<file path="src/rtl/mem_port_arbiter.sv">
// mem_port_arbiter
//   Shares one synchronous memory port between instruction fetch (IF,
//   read-only) and data access (DM, load/store). Data accesses win a
//   simultaneous request unless IF has already been passed over STARVE_LIM
//   times in a row. Each access walks IDLE -> ACCESS -> WAIT -> RESP.
//
// Ports
//   clk, reset            clock and synchronous active-high reset
//   if_req/if_addr        fetch request (level) and address
//   if_ack/if_rdata       one-cycle completion pulse and registered fetch data
//   dm_req/dm_we/dm_addr/dm_wdata
//                         data request (level), store flag, address, store data
//   dm_ack/dm_rdata       one-cycle completion pulse and registered load data
//   mem_en/mem_wen        memory enable (ACCESS only) and write enable
//   mem_addr/mem_wdata    registered address/write data to memory
//   mem_rdata             memory read data, valid in the last WAIT cycle
//   busy                  high whenever an access is in flight
module mem_port_arbiter #(
   parameter int ADDR_W     = 32,
   parameter int DATA_W     = 32,
   parameter int MEM_LAT    = 1,
   parameter int STARVE_LIM = 4
) (
   input  logic              clk,
   input  logic              reset,
   input  logic              if_req,
   input  logic [ADDR_W-1:0] if_addr,
   output logic              if_ack,
   output logic [DATA_W-1:0] if_rdata,
   input  logic              dm_req,
   input  logic              dm_we,
   input  logic [ADDR_W-1:0] dm_addr,
   input  logic [DATA_W-1:0] dm_wdata,
   output logic              dm_ack,
   output logic [DATA_W-1:0] dm_rdata,
   output logic              mem_en,
   output logic              mem_wen,
   output logic [ADDR_W-1:0] mem_addr,
   output logic [DATA_W-1:0] mem_wdata,
   input  logic [DATA_W-1:0] mem_rdata,
   output logic              busy
);

   localparam int LAT_W = (MEM_LAT > 1) ? $clog2(MEM_LAT) : 1;
   localparam int STV_W = $clog2(STARVE_LIM + 1);

   typedef enum logic [1:0] {IDLE, ACCESS, WAIT, RESP} state_t;

   state_t            state_reg, state_next;
   logic [LAT_W-1:0]  lat_cnt_reg, lat_cnt_next;
   logic [STV_W-1:0]  starve_cnt_reg, starve_cnt_next;
   logic              winner_dm_reg, winner_dm_next;
   logic              we_reg, we_next;
   logic [ADDR_W-1:0] mem_addr_reg, mem_addr_next;
   logic [DATA_W-1:0] mem_wdata_reg, mem_wdata_next;
   logic [DATA_W-1:0] if_rdata_reg, if_rdata_next;
   logic [DATA_W-1:0] dm_rdata_reg, dm_rdata_next;
   logic              grant_dm;

   always_ff @(posedge clk) begin
      if (reset) begin
         state_reg      <= IDLE;
         lat_cnt_reg    <= '0;
         starve_cnt_reg <= '0;
         winner_dm_reg  <= 1'b0;
         we_reg         <= 1'b0;
         mem_addr_reg   <= '0;
         mem_wdata_reg  <= '0;
         if_rdata_reg   <= '0;
         dm_rdata_reg   <= '0;
      end else begin
         state_reg      <= state_next;
         lat_cnt_reg    <= lat_cnt_next;
         starve_cnt_reg <= starve_cnt_next;
         winner_dm_reg  <= winner_dm_next;
         we_reg         <= we_next;
         mem_addr_reg   <= mem_addr_next;
         mem_wdata_reg  <= mem_wdata_next;
         if_rdata_reg   <= if_rdata_next;
         dm_rdata_reg   <= dm_rdata_next;
      end
   end

   always_comb begin
      state_next      = state_reg;
      lat_cnt_next    = lat_cnt_reg;
      starve_cnt_next = starve_cnt_reg;
      winner_dm_next  = winner_dm_reg;
      we_next         = we_reg;
      mem_addr_next   = mem_addr_reg;
      mem_wdata_next  = mem_wdata_reg;
      if_rdata_next   = if_rdata_reg;
      dm_rdata_next   = dm_rdata_reg;
      // DM wins ties until IF has been passed over STARVE_LIM times running.
      grant_dm = dm_req && (!if_req || (starve_cnt_reg != STV_W'(STARVE_LIM)));

      case (state_reg)
         IDLE: begin
            if (dm_req || if_req) begin
               state_next     = ACCESS;
               winner_dm_next = grant_dm;
               if (grant_dm) begin
                  we_next        = dm_we;
                  mem_addr_next  = dm_addr;
                  mem_wdata_next = dm_wdata;
                  // Only a DM grant that actually bypassed a waiting IF counts.
                  if (if_req) begin
                     if (starve_cnt_reg != STV_W'(STARVE_LIM))
                        starve_cnt_next = starve_cnt_reg + 1'b1;
                  end else begin
                     starve_cnt_next = '0;
                  end
               end else begin
                  we_next         = 1'b0;
                  mem_addr_next   = if_addr;
                  starve_cnt_next = '0;
               end
            end
         end
         ACCESS: begin
            state_next   = WAIT;
            lat_cnt_next = '0;
         end
         WAIT: begin
            if (lat_cnt_reg == LAT_W'(MEM_LAT - 1)) begin
               state_next = RESP;
               // Read data is only valid on this edge; stores capture nothing.
               if (!we_reg) begin
                  if (winner_dm_reg)
                     dm_rdata_next = mem_rdata;
                  else
                     if_rdata_next = mem_rdata;
               end
            end else begin
               lat_cnt_next = lat_cnt_reg + 1'b1;
            end
         end
         RESP: begin
            state_next = IDLE;
         end
         default: begin
            state_next = IDLE;
         end
      endcase
   end

   assign mem_en    = (state_reg == ACCESS);
   assign mem_wen   = (state_reg == ACCESS) && we_reg;
   assign mem_addr  = mem_addr_reg;
   assign mem_wdata = mem_wdata_reg;
   assign if_ack    = (state_reg == RESP) && !winner_dm_reg;
   assign dm_ack    = (state_reg == RESP) && winner_dm_reg;
   assign if_rdata  = if_rdata_reg;
   assign dm_rdata  = dm_rdata_reg;
   assign busy      = (state_reg != IDLE);

endmodule

</file>
<file path="config.mk">
export PLATFORM = sky130hd
export DESIGN_NAME = mem_port_arbiter
export DESIGN_NICKNAME = d
export VERILOG_FILES = /design/src/rtl/mem_port_arbiter.sv
export SDC_FILE = /design/constraint.sdc
export NUM_CORES = 1
export LEC_CHECK = 0
export CORE_MARGIN = 2
export CORE_UTILIZATION = 41
export DETAILED_ROUTE_END_ITERATION = 6
export PLACE_DENSITY = 0.79
export REMOVE_ABC_BUFFERS = 1
export SETUP_SLACK_MARGIN = 0.05
export SLEW_MARGIN = 0
export SYNTH_ARGS = -nofsm -noshare
export SYNTH_HDL_FRONTEND = slang
export SYNTH_SLANG_ARGS = --single-unit
</file>
<file path="constraint.sdc">
create_clock -name clk -period 1.8 [get_ports clk]
set_clock_uncertainty 0.1 [all_clocks]
set_input_delay 0.27 -clock clk [delete_from_list [all_inputs] [get_ports clk]]
set_output_delay 0.27 -clock clk [all_outputs]
set_load 0.03 [all_outputs]
</file>
==> impl_metrics.csv, run 1 <==
group,metric,value,unit
run_status,outcome,"complete, no violations",
clock_tree,path_clk_slew,0.05,ns
route,post_drt_wl_per_cell,16.5,microns
die,dieWidth,120,microns
setup_path,crit_type,"flop to primary output",
die,die-height,120,microns
synthesis,synth_top_flop_cell,"dfxtp_1",
die,core.rowCount,42,
die,initial_utilization,41.7,%
synthesis,synth_top_area_cell,"dfxtp_1",
power,power.density,1390,nW/um^2
global_route,grt_pass1_vias,5483,
placement,hpwl,12300,microns
route,ant_nets,0,
timing,fmax,585,MHz
timing,tightest_slew,0.472,ns
synthesis,synth_edf_count,0,
setup_path,crit_path_end_kind,"primary output",
clock_tree,clk_path_buf_depth,2,
layout,design_area,9110,sq um
synthesis,synth-compound-area-share,23.5,%
placement,placed_area,8500,sq um
synthesis,ys.warnings.count,0,
timing,setup_viol,0,
synthesis,synth_mux_area_share,0.183,%
die,fp.coreArea,13100,sq um
clock_tree,clk_latency,0.41,ns
synthesis,syn_inst,664,
layout,final_nets,1059,
placement,place.gp.congestion,0.777,
layout,antennaDiodeCount,0,
route,drt-total-wl,18300,microns
global_route,grt_max_degree,39,
synthesis,synth_xor_area_share,0,%
timing,slew_violations,0,
synthesis,synth_async_sr_flop_share,0,%
route,via_count,5925,
clock_tree,cts-buffers-inserted,17,
synthesis,synth_cell_types,33,
timing,period_share,94.9,%
clock_tree,clock-sinks,135,
global_route,grt.total_usage,25.0,%
synthesis,synth_top_area_share,49.3,%
timing,layout_min_cycle_time,1.71,ns
global_route,gr-total-overflow,0,
global_route,grt_first_pass_wirelength,28500,microns
run,maxCapViolCount,0,
power,ir_worst_vdd,0.784,mV
synthesis,netlist_area,5480,sq um
clock_tree,hold_buffers,0,
synthesis,avgSynthCellArea,8.25,sq um
setup_path,regToRegSetupSlack,0.13,ns
hold_path,hp-class,"input port to flop",
layout,syn_to_final_growth,66.3,%
synthesis,synth-adder-area-share,1.60,%
clock_tree,tritoncts,"done",
synthesis,seq_area_frac_synth,49.3,%
clock_tree,cts-root-buf,"clkbuf_16",
route,drtIter0Drc,397,
synthesis,ys_top_cells_by_count,"dfxtp_1, nand2_1, a21oi_1",
layout,nFillCells,1099,
layout,post-route-util,69.4,%
placement,portBuffers,265,
die,pin_count,266,
synthesis,ys_top_cells_by_area,"dfxtp_1, nand2_1, a21oi_1, nand3_1, o31ai_1",
setup_path,required,1.43,ns
timing,final-hold-violation-count,0,
synthesis,synth_top_family_by_area,"compound AO/OA/AOI/OAI gates",
setup_path,cp_max_fo,5,
layout,drive_gt1_share,10.4,%
route,drc,0,
synthesis,synth.ff_latch_count,135,
setup_path,cp.arrival,1.34,ns
power,power.leakage,3.88,nW
setup_path,cp-start-kind,"flop",
synthesis,post_synth_and_or_nand_nor_area_fraction,19.3,%
route,vias_per_cell,5.35,
global_route,antenna_found_initial,0,
die,die-area,14300,sq um
timing,rsz0062_at_grt,"yes",
timing,worst_slew_margin_rel,68.2,%
synthesis,yosys.cell_count.top_type,"dfxtp_1",
clock_tree,htree_levels,4,
route,drt_first_pass_iters,5,
[where the power goes]
part,switching (mW),internal (mW),total (mW)
Sequential,0.287,3.59,3.87
Combinational,3.08,2.12,5.20
Clock,1.29,2.29,3.58
[critical path: stages (launching register included)]
cell,delay (ns)
dfxtp_2,0.33
inv_2,0.04
buf_6,0.11
ha_4,0.17
inv_4,0.06
buf_12,0.10
buf_8,0.11
[per-stage QoR]
| stage | hold WS (ns) | power, mW | std cells | TNS [ns] | setup WS [ns] |
|---|---|---|---|---|---|
| 2_1_floorplan | 0.238 | 6.59 | 597 | -48.88 | -0.722 |
| 5_1_grt | 0.186 | 13.3 | 1107 | 0 | 0.0458 |
| 3_3_place_gp | 0.341 | 8.90 | 1068 | -0.204 | -0.0643 |
| 4_1_cts | 0.150 | 12.5 | 1104 | -0.00233 | -0.00233 |
| 6_report | 0.159 | 12.6 | 1107 | 0 | 0.0917 |
| 3_5_place_dp | 0.346 | 8.99 | 1068 | -1.25 | -0.121 |
[per-layer routing]
layer / up-vias / routed length, microns / GRT usage [%]
met4: 0 / 376 / 8.16
met5: - / 0 / 0
met2: 270 / 8940 / 42.6
met1: 2775 / 7190 / 29.7
met3: 28 / 1750 / 8.27
li1: 2852 / - / -
[what timing repair did]
action	in CTS	in global routing
buffers inserted	4	1
gates resized for setup	156	8
endpoints found under the setup margin	134	23
cloned	1	2
[cell usage in the layout, fill, tap and decap left out, types with 5 or more instances in the layout]
cell type / count
o21ai_1: 28
ha_1: 5
clkdlybuf4s50_1: 131
nor2_1: 36
buf_4: 17
dlygate4sd2_1: 128
o31ai_1: 32
a311oi_1: 22
a311oi_2: 10
nand3_1: 66
o21ai_0: 5
nand2_1: 131
clkbuf_16: 19
a21oi_1: 98
dfxtp_1: 133
buf_12: 18
[final timing paths]
check | startpoint | end | cells past startpoint
worst max-delay path | state_reg[1] | busy | 6
worst min-delay path | reset | we_reg | 2
worst max register to register | state_reg[1] | mem_wdata[14] | 8
worst min register to register | if_rdata[2] | if_rdata[2] | 2
[layout make-up]
| cell class | instances | area, sq um | share of cell area (%) |
|---|---|---|---|
| timing repair buffer | 303 | 3070 | 33.7 |
| clock inverter | 10 | 144 | 1.58 |
| multi-input combinational | 455 | 2480 | 27.2 |
| tap | 176 | 220 | 2.42 |
| sequential | 135 | 2710 | 29.7 |
| clock buffer | 21 | 470 | 5.16 |
| inverter | 7 | 28.8 | 0.316 |
[logic make-up (layout without fill, tap and decap cells)]
| family | Yosys count | in the layout |
|---|---|---|
| simple gates | 246 | 246 |
| buf+inv | 74 | 341 |
| mux | 1 | 1 |
| fa+ha+maj | 7 | 7 |
| flops | 135 | 135 |
| compound gates | 201 | 201 |
Note: power is estimated with default switching activity, not from simulation.
==> run 2: changes to the inputs <==
ABC_AREA = 1   (was default)
CORE_MARGIN = 4   (was 2)
==> impl_metrics.csv, run 2 <==
group,metric,value,unit
run_status,outcome,"complete, no violations",
die,die-area,15500,sq um
synthesis,netlist_area,5550,sq um
setup_path,regToRegSetupSlack,0.18,ns
clock_tree,path_clk_slew,0.06,ns
setup_path,crit_type,"flop to primary output",
synthesis,ys_top_cells_by_count,"nor2_1, dfxtp_1, nand2_1",
layout,antennaDiodeCount,0,
placement,hpwl,12700,microns
global_route,grt_first_pass_wirelength,28600,microns
placement,placed_area,8420,sq um
timing,fmax,600,MHz
route,post_drt_wl_per_cell,15.0,microns
layout,drive_gt1_share,7.12,%
timing,worst_slew_margin_rel,68.0,%
route,drtIter0Drc,418,
clock_tree,cts-root-buf,"clkbuf_16",
route,ant_nets,0,
synthesis,synth_async_sr_flop_share,0,%
layout,mostFrequentLayoutCells,"nor2_1, dfxtp_1, clkdlybuf4s50_1",
synthesis,synth_top_area_share,48.7,%
die,fp.coreArea,13200,sq um
timing,layout_min_cycle_time,1.67,ns
clock_tree,htree_levels,4,
timing,tightest_slew,0.480,ns
synthesis,ys.warnings.count,0,
layout,mostFrequentLayoutCell,"nor2_1",
run,maxCapViolCount,0,
placement,place.gp.congestion,0.818,
global_route,grt_pass1_vias,5537,
layout,layout.cells.non_filler,1201,
layout,final_nets,1152,
layout,design_area,8980,sq um
global_route,gr-total-overflow,0,
timing,slew_violations,0,
timing,rsz0062_at_grt,"no",
synthesis,synth_top_area_cell,"dfxtp_1",
timing,setup_viol,0,
global_route,grt.total_usage,22.7,%
timing,setup_slack,0.134,ns
setup_path,r2r_cells,8,
placement,portBuffers,265,
power,ir_worst_vdd,0.699,mV
die,initial_utilization,41.9,%
synthesis,synth_edf_count,0,
setup_path,worstReg2RegStart,"state_reg[0]",
die,dieWidth,124,microns
synthesis,synth.ff_latch_count,135,
route,drt_first_pass_iters,6,
setup_path,crit_start,"state_reg[0]",
setup_path,rr_endpoint,"if_rdata[0]",
timing,period_share,92.6,%
timing,final-hold-violation-count,0,
global_route,antenna_found_initial,0,
layout,syn_to_final_growth,61.7,%
clock_tree,cts-buffers-inserted,17,
die,core.rowCount,42,
route,vias_per_cell,4.92,
clock_tree,hold_buffers,0,
power,power.density,1440,nW/um^2
synthesis,synth_cell_types,20,
die,pin_count,266,
synthesis,synth_top_flop_cell,"dfxtp_1",
power,power.leakage,4.36,nW
route,drt-total-wl,18000,microns
clock_tree,clk_path_buf_depth,2,
power,power.total,12.9,mW
clock_tree,tritoncts,"done",
synthesis,avgSynthCellArea,7.26,sq um
hold_path,hp-class,"input port to flop",
clock_tree,clock-sinks,135,
synthesis,syn_inst,764,
route,via_count,5903,
setup_path,required,1.43,ns
synthesis,yosys.cell_count.top_type,"nor2_1",
setup_path,cp-start-kind,"flop",
global_route,grt_max_degree,64,
synthesis,seq_area_frac_synth,48.7,%
die,die-height,124,microns
setup_path,crit_path_end_kind,"primary output",
synthesis,ys_top_cells_by_area,"dfxtp_1, nor2_1, nand2_1, a21oi_1, o21ai_0",
setup_path,critical_path.endpoint,"busy",
setup_path,cp.arrival,1.30,ns
route,drc,0,
clock_tree,clk_latency,0.42,ns
setup_path,cp_max_fo,11,
placement,pre_cts_slack,0.0815,ns
layout,post-route-util,67.8,%
placement,dpl.cell_count,1168,
[run 2: cell families (layout without fill, tap and decap cells)]
logic type | after synthesis | after routing | synth area share, %
compound gates | 137 | 137 | 12.6
xor+xnor | 1 | 1 | 0.158
simple gates | 346 | 346 | 26.7
buf+inv | 138 | 399 | 10.3
fa+ha+maj | 7 | 7 | 1.58
flops | 135 | 135 | 48.7
[run 2: per-layer routing]
metal	share of wire (%)	global-route usage, %	up-vias
li1	-	-	2952
met1	41	27.0	2677
met2	47	36.3	249
met3	10	10.5	25
met4	1.8	7.48	0
met5	0	0	-
[run 2: timing repair]
item	4_1_cts	5_1_grt
gates resized for setup	143	8
pin swaps	1	0
endpoints found under the setup margin	131	2
setup buffers	1	0
[run 2: stage by stage]
step / TNS (ns) / hold slack (ns)
6_report: 0 / 0.134
5_1_grt: 0 / 0.192
4_1_cts: 0 / 0.123
3_5_place_dp: 0 / 0.350
3_3_place_gp: 0 / 0.347
2_1_floorplan: -69.22 / 0.239
[run 2: where the power goes]
part           internal, mW  switching, mW  total [mW]  leakage [nW]
registers              3.68          0.324        4.00          1.11
clock network          2.70           1.29        4.00         0.328
logic                  1.74           3.14        4.89          2.92
total                  8.12           4.76        12.9          4.36
[run 2: worst max-delay path: stages (launching register included)]
cell and delay, ns:
dfxtp_4 0.37, inv_4 0.05, ha_4 0.15, buf_6 0.13, inv_2 0.05, buf_6 0.12
[run 2: layout make-up]
class / count / area [sq um]
Tap cell: 176 / 220
Fill cell: 1192 / 4270
Clock inverter: 12 / 221
Timing Repair Buffer: 287 / 2760
Multi-Input combinational cell: 491 / 2290
Clock buffer: 20 / 467
Sequential cell: 135 / 2710
Inverter: 80 / 305
[run 2: how the worst min path moves through the flow]
stage                              from             to  slack, ns  cells after the start
after floorplan                   reset   mem_wdata[0]       0.24                      1
after global placement    mem_wdata[31]  mem_wdata[31]       0.35                      2
after detailed placement  mem_wdata[21]  mem_wdata[21]       0.35                      2
after CTS                         reset   dm_rdata[25]       0.12                      4
after global routing              reset   state_reg[1]       0.19                      4
final                             reset   dm_rdata[25]       0.13                      4
